[config.mk]
export PLATFORM = sky130hd
export DESIGN_NAME = uart_rx_flat
export DESIGN_NICKNAME = d
export VERILOG_FILES = /design/src/rtl/uart_rx_if.sv /design/src/rtl/uart_rx.sv /design/src/flat_wrapper.sv
export SDC_FILE = /design/constraint.sdc
export NUM_CORES = 1
export LEC_CHECK = 0
export CAP_MARGIN = 0
export CORE_AREA = 2 2 58 60
export CTS_BUF_LIST = sky130_fd_sc_hd__clkbuf_8
export DETAILED_ROUTE_END_ITERATION = 6
export DIE_AREA = 0 0 60 62
export GPL_ROUTABILITY_DRIVEN = 1
export PLACE_DENSITY = 0.8
export SLEW_MARGIN = 20
export SYNTH_ARGS = -nofsm -noshare
export SYNTH_HDL_FRONTEND = slang
export SYNTH_SLANG_ARGS = --single-unit
[constraint.sdc]
create_clock -name clk -period 4.3 [get_ports clk]
set_input_delay 0.43 -clock clk [delete_from_list [all_inputs] [get_ports clk]]
set_output_delay 0.43 -clock clk [all_outputs]
set_load 0.005 [all_outputs]
[src/rtl/uart_rx_if.sv]
// Output-side bundle of the UART receiver: byte valid/ready handshake plus error pulses.
interface uart_rx_if;
  logic       urx_valid;
  logic [7:0] urx_data;
  logic       urx_ready;
  logic       urx_frame_err;
  logic       urx_overrun;
  logic       urx_parity_err;

  modport master (
    output urx_valid,
    output urx_data,
    output urx_frame_err,
    output urx_overrun,
    output urx_parity_err,
    input  urx_ready
  );

  modport slave (
    input  urx_valid,
    input  urx_data,
    input  urx_frame_err,
    input  urx_overrun,
    input  urx_parity_err,
    output urx_ready
  );
endinterface

[src/rtl/uart_rx.sv]
// 8N1 UART receiver with mid-bit sampling and a one-entry valid/ready output register.
// Define UART_RX_PARITY_EN to receive 8E1 frames with even-parity checking.
module uart_rx #(
  parameter int unsigned CLOCK_FREQ = 100_000_000,
  parameter int unsigned BAUD_RATE  = 115_200
) (
  input  logic      clk,
  input  logic      rst_n,
  input  logic      urx_pin,
  uart_rx_if.master bus
);

  localparam int unsigned B  = CLOCK_FREQ / BAUD_RATE;
  localparam int unsigned H  = B / 2;
  localparam int unsigned TW = $clog2(B);
  localparam logic [TW-1:0] LOAD_HALF = TW'(H - 1);
  localparam logic [TW-1:0] LOAD_FULL = TW'(B - 1);

  typedef enum logic [2:0] {
    S_IDLE,
    S_START,
    S_DATA,
`ifdef UART_RX_PARITY_EN
    S_PARITY,
`endif
    S_STOP,
    S_BREAK
  } state_e;

  state_e        state_q, state_d;
  logic [1:0]    sync_q, sync_d;
  logic [TW-1:0] timer_q, timer_d;
  logic [2:0]    bit_idx_q, bit_idx_d;
  logic [7:0]    shift_q, shift_d;
  logic          valid_q, valid_d;
  logic [7:0]    data_q, data_d;
  logic          frame_err_q, frame_err_d;
  logic          overrun_q, overrun_d;
`ifdef UART_RX_PARITY_EN
  logic          par_bad_q, par_bad_d;
  logic          parity_err_q, parity_err_d;
`endif
  logic          s;
  logic          timer_zero;
  logic          deliver;

  assign s          = sync_q[1];
  assign timer_zero = (timer_q == '0);

  always_comb begin
    state_d     = state_q;
    sync_d      = {sync_q[0], urx_pin};
    timer_d     = timer_zero ? timer_q : timer_q - TW'(1);
    bit_idx_d   = bit_idx_q;
    shift_d     = shift_q;
    valid_d     = valid_q;
    data_d      = data_q;
    frame_err_d = 1'b0;
    overrun_d   = 1'b0;
    deliver     = 1'b0;
`ifdef UART_RX_PARITY_EN
    par_bad_d    = par_bad_q;
    parity_err_d = 1'b0;
`endif

    if (valid_q && bus.urx_ready) valid_d = 1'b0;

    case (state_q)
      S_IDLE: begin
        if (!s) begin
          state_d = S_START;
          timer_d = LOAD_HALF;
        end
      end
      S_START: begin
        // A start bit that is gone by mid-bit was line noise.
        if (timer_zero) begin
          if (s) begin
            state_d = S_IDLE;
          end else begin
            state_d   = S_DATA;
            timer_d   = LOAD_FULL;
            bit_idx_d = 3'd0;
          end
        end
      end
      S_DATA: begin
        if (timer_zero) begin
          shift_d   = {s, shift_q[7:1]};
          timer_d   = LOAD_FULL;
          bit_idx_d = bit_idx_q + 3'd1;
`ifdef UART_RX_PARITY_EN
          if (bit_idx_q == 3'd7) state_d = S_PARITY;
`else
          if (bit_idx_q == 3'd7) state_d = S_STOP;
`endif
        end
      end
`ifdef UART_RX_PARITY_EN
      S_PARITY: begin
        if (timer_zero) begin
          par_bad_d = s ^ (^shift_q);
          timer_d   = LOAD_FULL;
          state_d   = S_STOP;
        end
      end
`endif
      S_STOP: begin
        if (timer_zero) begin
`ifdef UART_RX_PARITY_EN
          parity_err_d = par_bad_q;
          deliver      = s && !par_bad_q;
`else
          deliver      = s;
`endif
          if (s) begin
            state_d = S_IDLE;
          end else begin
            frame_err_d = 1'b1;
            state_d     = S_BREAK;
          end
        end
      end
      S_BREAK: begin
        if (s) state_d = S_IDLE;
      end
      default: state_d = S_IDLE;
    endcase

    // A simultaneous handshake frees the register for the new byte.
    if (deliver) begin
      if (valid_q && !bus.urx_ready) begin
        overrun_d = 1'b1;
      end else begin
        data_d  = shift_q;
        valid_d = 1'b1;
      end
    end
  end

  always_ff @(posedge clk or negedge rst_n) begin
    if (!rst_n) begin
      state_q     <= S_IDLE;
      sync_q      <= 2'b11;
      timer_q     <= '0;
      bit_idx_q   <= 3'd0;
      shift_q     <= 8'h00;
      valid_q     <= 1'b0;
      data_q      <= 8'h00;
      frame_err_q <= 1'b0;
      overrun_q   <= 1'b0;
`ifdef UART_RX_PARITY_EN
      par_bad_q    <= 1'b0;
      parity_err_q <= 1'b0;
`endif
    end else begin
      state_q     <= state_d;
      sync_q      <= sync_d;
      timer_q     <= timer_d;
      bit_idx_q   <= bit_idx_d;
      shift_q     <= shift_d;
      valid_q     <= valid_d;
      data_q      <= data_d;
      frame_err_q <= frame_err_d;
      overrun_q   <= overrun_d;
`ifdef UART_RX_PARITY_EN
      par_bad_q    <= par_bad_d;
      parity_err_q <= parity_err_d;
`endif
    end
  end

  assign bus.urx_valid     = valid_q;
  assign bus.urx_data      = data_q;
  assign bus.urx_frame_err = frame_err_q;
  assign bus.urx_overrun   = overrun_q;
`ifdef UART_RX_PARITY_EN
  assign bus.urx_parity_err = parity_err_q;
`else
  assign bus.urx_parity_err = 1'b0;
`endif

endmodule

[src/flat_wrapper.sv]
// flat-port wrapper written by rule: the top's interface ports become plain ports
module uart_rx_flat 
#(
  parameter int unsigned CLOCK_FREQ = 100_000_000,
  parameter int unsigned BAUD_RATE  = 115_200
)
  (clk, rst_n, urx_pin, bus_urx_valid, bus_urx_data, bus_urx_frame_err, bus_urx_overrun, bus_urx_parity_err, bus_urx_ready);
  uart_rx_if bus_i ();
  input  logic clk;
  input  logic rst_n;
  input  logic urx_pin;
  output wire logic [$bits(bus_i.urx_valid)-1:0] bus_urx_valid;
  output wire logic [$bits(bus_i.urx_data)-1:0] bus_urx_data;
  output wire logic [$bits(bus_i.urx_frame_err)-1:0] bus_urx_frame_err;
  output wire logic [$bits(bus_i.urx_overrun)-1:0] bus_urx_overrun;
  output wire logic [$bits(bus_i.urx_parity_err)-1:0] bus_urx_parity_err;
  input wire logic [$bits(bus_i.urx_ready)-1:0] bus_urx_ready;
  assign bus_urx_valid = bus_i.urx_valid;
  assign bus_urx_data = bus_i.urx_data;
  assign bus_urx_frame_err = bus_i.urx_frame_err;
  assign bus_urx_overrun = bus_i.urx_overrun;
  assign bus_urx_parity_err = bus_i.urx_parity_err;
  assign bus_i.urx_ready = bus_urx_ready;
  uart_rx #(.CLOCK_FREQ(CLOCK_FREQ), .BAUD_RATE(BAUD_RATE)) u_core (.clk(clk), .rst_n(rst_n), .urx_pin(urx_pin), .bus(bus_i));
endmodule
==> flow_summary.ini, run 1 <==
[floorplan]
dieWidth_um = 60
initial_core_util_pct = 55.7
rows = 21
ios = 16
core_um2 = 3180
die-area_um2 = 3720
die_h_um = 62

[yosys]
synth-edff-count = 0
synth_cells = 152
synth_top_family_by_area = simple AND/OR/NAND/NOR gates
yosysTopAreaCellShare_pct = 49.5
synthAdderAreaFrac_pct = 3.53
synthFlopType = dfrtp_1
synth_simple_gate_area_share_pct = 15.0
avgSynthCellArea_um2 = 11.6
synth_common_cells = dfrtp_1 (35), mux2_2 (16), nor2_1 (11)
synth_mux_area_share_pct = 10.2
synth_area_leaders = dfrtp_1 (49%), mux2_2 (10%), ha_1 (3.5%)
async_reset_ff_share_pct = 100
post-synth-top-count-cell = dfrtp_1
ys_seq_area_share_pct = 52.4
synth_xor_xnor_area_share_pct = 0.495
synth_compound_area_share_pct = 14.6
syn_nets = 161
synth_cell_type_count = 47
ys_seq_elements = 37
synth_warnings = 0
synth_top_area_cell = dfrtp_1
synth_area_um2 = 1770

[global_route]
grt_max_degree = 38
grt_antenna_before_repair = 0
grt_pass1_vias = 1084
track_usage_pct = 19.3
grt_overflow = 0
grt_pass1_wl_um = 5240

[timing]
fin_crit_sh_pct = 59.7
fin_skew_ns = 0.00733
maxSlewViolCount = 0
rsz0062_at_grt = no
setup_viol = 0
hold_viol = 0
slew_headroom_pct = 55.7
tightestPinTransition_ns = 0.664
fmax_mhz = 390
fin_crit_ns = 2.57
tns_ns = 0

[worst_setup_path]
arrival_ns = 2.73
path_delay_family = simple AND/OR/NAND/NOR gates
max_stage_delay_ns = 0.45
worstPathRequired_ns = 4.46
critical_path_class = reg -> reg
path_common_cell = ha_1
cp_cell_sequence = inv_1, ha_1, nor3b_2, and3_1, inv_6, ha_1, o32a_1, o31a_1
crit_buf_inv = 2
cp-start-kind = register
reg2reg_slack_ns = 1.73
crit_fanout = 10
slowest_stage = and3_1
critPathCaptureType = register

[detailed_routing]
drtPass1Iterations = 4
wirelength_um = 3160
vias = 1222
drtIter0Drc = 29
remaining_drc_errors = 0
post_drt_wl_per_cell_um = 14.7
postRouteAntennaNets = 0
vias_per_cell = 5.68

[job]
cap_viol_max_count = 0

[power_and_ir_drop]
power.density_nw_per_um2 = 293
cellLeakagePower_nw = 0.929
irDropWorstVdd_mv = 0.262
power_w = 0.000594

[clock_tree]
cts_buffers = 5
root_buffer = clkbuf_8
clock-sinks = 37
clk_pin_slew_ns = 0.07
cts_tree = yes
clock_latency_ns = 0.28
htreeDepth = 2
post_cts_buffers = 0
cts_hold_buf = 0
post_cts_resized = 0
cts_max_path_buffers = 2

[final_layout]
n_fill_cell = 242
diodes = 0
areaGrowthSynthToFinish_pct = 14.5
nNetsFinal = 177
drive_above_1_share_pct = 20.7

[placement]
numPortBuffers = 14
hpwl_um = 2220
gp_congestion = 0.818

[min_path]
min_path_type = reg -> reg

[status]
status = finished, final reports clean
-- cell type report --
| cell class | count | area, µm² | area share, % |
|---|---|---|---|
| sequential | 37 | 928 | 45.8 |
| multi-input combinational | 103 | 779 | 38.5 |
| timing repair buffer | 15 | 148 | 7.28 |
| clock buffer | 5 | 68.8 | 3.40 |
| tap | 46 | 57.6 | 2.84 |
| inverter | 6 | 27.5 | 1.36 |
| clock inverter | 3 | 17.5 | 0.864 |
-- state kept, by name, indices dropped and copies added (netlist names) --
| signal | cells |
|---|---|
| u_core.timer_q | 10 |
| u_core.state_q | 3 |
| u_core.shift_q | 8 |
| u_core.sync_q | 2 |
| u_core.bus.urx_overrun | 1 |
| u_core.bus.urx_valid | 1 |
| u_core.bus.urx_frame_err | 1 |
| u_core.bus.urx_data | 8 |
| u_core.bit_idx_q | 3 |
-- logic make-up after synthesis --
| logic type | after synthesis |
|---|---|
| compound gates | 37 |
| xor+xnor | 1 |
| fa+ha+maj | 5 |
| buf+inv | 12 |
| flops | 37 |
| mux | 16 |
| other cells | 1 |
| simple gates | 43 |
-- cells in the final DEF (no fill, tap or decap), types with 2 or more instances in the layout --
cell type,Yosys,final
dfstp_2,2,2
o31a_1,2,2
o32a_1,2,2
clkdlybuf4s50_1,0,14
nor2_1,11,11
a31oi_1,2,2
clkbuf_8,0,5
dfrtp_1,35,35
nand3_1,3,3
or4_1,2,2
nand2b_1,2,2
o31ai_1,2,2
nor2b_1,5,5
nand2_1,4,4
mux2_2,16,16
a211oi_1,4,4
ha_1,5,5
or3b_2,2,2
a21oi_1,9,9
o21ai_0,4,4
inv_1,5,5
clkinv_2,0,2
and3_1,2,2
a22o_1,2,2
a21boi_0,2,2
nor4_1,2,2
or2_2,2,2
-- report_power, final --
part / switching (W) / internal, W / total (W)
clock: 0.000121 / 0.000112 / 0.000232
sequential: 0.00000105 / 0.000349 / 0.000351
combinational: 0.00000797 / 0.00000367 / 0.0000116
total: 0.000130 / 0.000465 / 0.000594
-- worst paths after layout --
kind                                   start                end  cells past startpoint
hold reg to reg             u_core.sync_q[0]   u_core.sync_q[1]                      0
hold / removal              u_core.sync_q[0]   u_core.sync_q[1]                      0
setup / recovery           u_core.timer_q[0]  u_core.timer_q[0]                      8
max in group asynchronous              rst_n   u_core.sync_q[0]                      2
min in group asynchronous              rst_n  u_core.timer_q[4]                      2
setup reg to reg           u_core.timer_q[0]  u_core.timer_q[0]                      8
-- routing by layer --
layer / global-route usage, % / vias to the layer above / part of all wire, % / wire length, µm
met5: 0 / - / 0 / 0
met4: 6.67 / 0 / 1.3 / 40
met3: 4.97 / 4 / 3.3 / 105
met2: 29.3 / 27 / 50 / 1590
met1: 27.1 / 600 / 45 / 1420
li1: - / 591 / - / -
-- per-stage QoR --
| step | util, % | hold slack [ns] | instance area, µm² | instances | setup WS (ns) |
|---|---|---|---|---|---|
| 2_1_floorplan | - | 0.134 | 1770 | 152 | 2.09 |
| 3_3_place_gp | 61.0 | 0.347 | 1940 | 207 | 1.86 |
| 3_5_place_dp | 61.0 | 0.349 | 1940 | 207 | 1.75 |
| 4_1_cts | 63.8 | 0.360 | 2030 | 215 | 1.74 |
| 5_1_grt | 63.8 | 0.365 | 2030 | 215 | 1.50 |
| 6_report | 63.8 | 0.358 | 2030 | 215 | 1.73 |
(Power assumes the default switching activity.)
==> run 2: changes to the inputs <==
CORE_AREA = 2 2 61 63   (was 2 2 58 60)
DIE_AREA = 0 0 63 65   (was 0 0 60 62)
PLACE_DENSITY = 0.76   (was 0.8)
clock period = 2.1 ns   (was 4.3 ns; I/O delays follow)
==> flow_summary.ini, run 2 (synthesis gave the netlist of run 1 again) <==
[worst_setup_path]
max_stage_delay_ns = 0.41
critical_path_class = reg -> reg
reg2reg_slack_ns = 0.09
critPathCaptureType = register
cp-start-kind = register
crit_path_end = u_core.timer_q[0]
crit_start = u_core.timer_q[1]
r2r-start = u_core.timer_q[1]
slowest_stage = dfrtp_1
crit_fanout = 6
reg2regPathDepth = 8
cp_cell_sequence = inv_2, ha_2, nor3b_4, and3_4, inv_6, ha_4, o32a_1, o31a_1
r2r-end = u_core.timer_q[0]
worstPathRequired_ns = 2.28
arrival_ns = 2.19

[final_layout]
final_cell_mix = dfrtp_1 (35), mux2_2 (16), clkdlybuf4s50_1 (13), buf_4 (13), nor2_1 (11)
register_area_um2 = 928
areaGrowthSynthToFinish_pct = 21.8
nNetsFinal = 189
fin_area_um2 = 2160
multi_input_area_um2 = 812
layout_commonest_cell = dfrtp_1
drive_above_1_share_pct = 29.3
largest_reg_flops = 10
largest_register = u_core.timer_q
diodes = 0
fin_util_pct = 61.7
n_fill_cell = 292

[clock_tree]
clock_latency_ns = 0.29
clk_pin_slew_ns = 0.07
root_buffer = clkbuf_8
htreeDepth = 2
cts_tree = yes
cts_hold_buf = 0
cts_buffers = 5
cts_max_path_buffers = 2
clock-sinks = 37

[global_route]
grt_pass1_vias = 1269
track_usage_pct = 18.6
grt_max_degree = 38
grt_overflow = 0
grt_antenna_before_repair = 0
grt_pass1_wl_um = 5890

[power_and_ir_drop]
irDropWorstVdd_mv = 0.449
power_w = 0.00126
power.density_nw_per_um2 = 585
cellLeakagePower_nw = 0.990

[timing]
hold_viol = 4
slew_headroom_pct = 46.9
maxSlewViolCount = 0
fmax_mhz = 497
fin_crit_sh_pct = 95.9
setup_viol = 0
rsz0062_at_grt = no
fin_skew_ns = 0.00227
tightestPinTransition_ns = 0.797
tns_ns = 0
fin_crit_ns = 2.01
hold_ws_ns = -0.00188

[detailed_routing]
vias = 1291
wirelength_um = 3440
drtIter0Drc = 25
remaining_drc_errors = 0
drtPass1Iterations = 6
post_drt_wl_per_cell_um = 15.0
vias_per_cell = 5.64
postRouteAntennaNets = 0

[floorplan]
core_um2 = 3500
dieWidth_um = 63
ios = 16
rows = 22
initial_core_util_pct = 50.6
die_h_um = 65
die-area_um2 = 4100

[status]
status = finished with violations
violations = hold timing

[placement]
numPortBuffers = 14
hpwl_um = 2400
gp_congestion = 0.896
place_area_um2 = 2040

[min_path]
min_path_type = in -> async

[job]
cap_viol_max_count = 0
[run 2: worst min-delay path by stage]
stage / endpoint / depth (start not counted)
6_report: u_core.timer_q[8] / 1
2_1_floorplan: u_core.bit_idx_q[0] / 0
4_1_cts: u_core.bus.urx_data[7] / 1
3_5_place_dp: u_core.timer_q[3] / 1
3_3_place_gp: u_core.timer_q[3] / 1
5_1_grt: u_core.bus.urx_frame_err / 1
[run 2: worst max-delay path: cells and delay by family (launching register included)]
kind                     cells  cell delay, ns
AO/OA/AOI/OAI                2            0.56
flip-flops                   1            0.41
adder cells (fa/ha/maj)      2            0.38
AND/OR/NAND/NOR              2            0.45
buffers and inverters        2            0.12
[run 2: area by class of cell]
| class | instances | area share, % |
|---|---|---|
| Clock buffer | 6 | 3.83 |
| Clock inverter | 2 | 0.638 |
| Inverter | 6 | 1.28 |
| Multi-Input combinational cell | 103 | 37.6 |
| Sequential cell | 37 | 43.0 |
| Tap cell | 48 | 2.78 |
| Timing Repair Buffer | 27 | 10.8 |
[run 2: layer usage]
layer / track usage (%) / part of all wire, %
met1: 24.2 / 46
met2: 28.9 / 49
met3: 4.51 / 3.0
met4: 9.44 / 2.1
met5: 0 / 0
[run 2: report_power, final]
part / switching, W / total (W) / internal (W)
registers: 0.00000222 / 0.000718 / 0.000716
logic: 0.0000164 / 0.0000218 / 0.00000539
clock network: 0.000256 / 0.000522 / 0.000266
total: 0.000275 / 0.00126 / 0.000987
[run 2: timing repair]
action | CTS | global route
endpoints found under the setup margin | 0 | 17
gates resized for setup | 0 | 5
setup buffers | 0 | 1
hold endpoints to repair | 0 | 0
[run 2: through the flow]
stage	worst slack (ns)	cells
after global placement	0.0898	220
after CTS	0.0141	228
final	0.0865	229
after detailed placement	0.0545	220
after floorplan	-0.0436	152
after global routing	0.00840	229
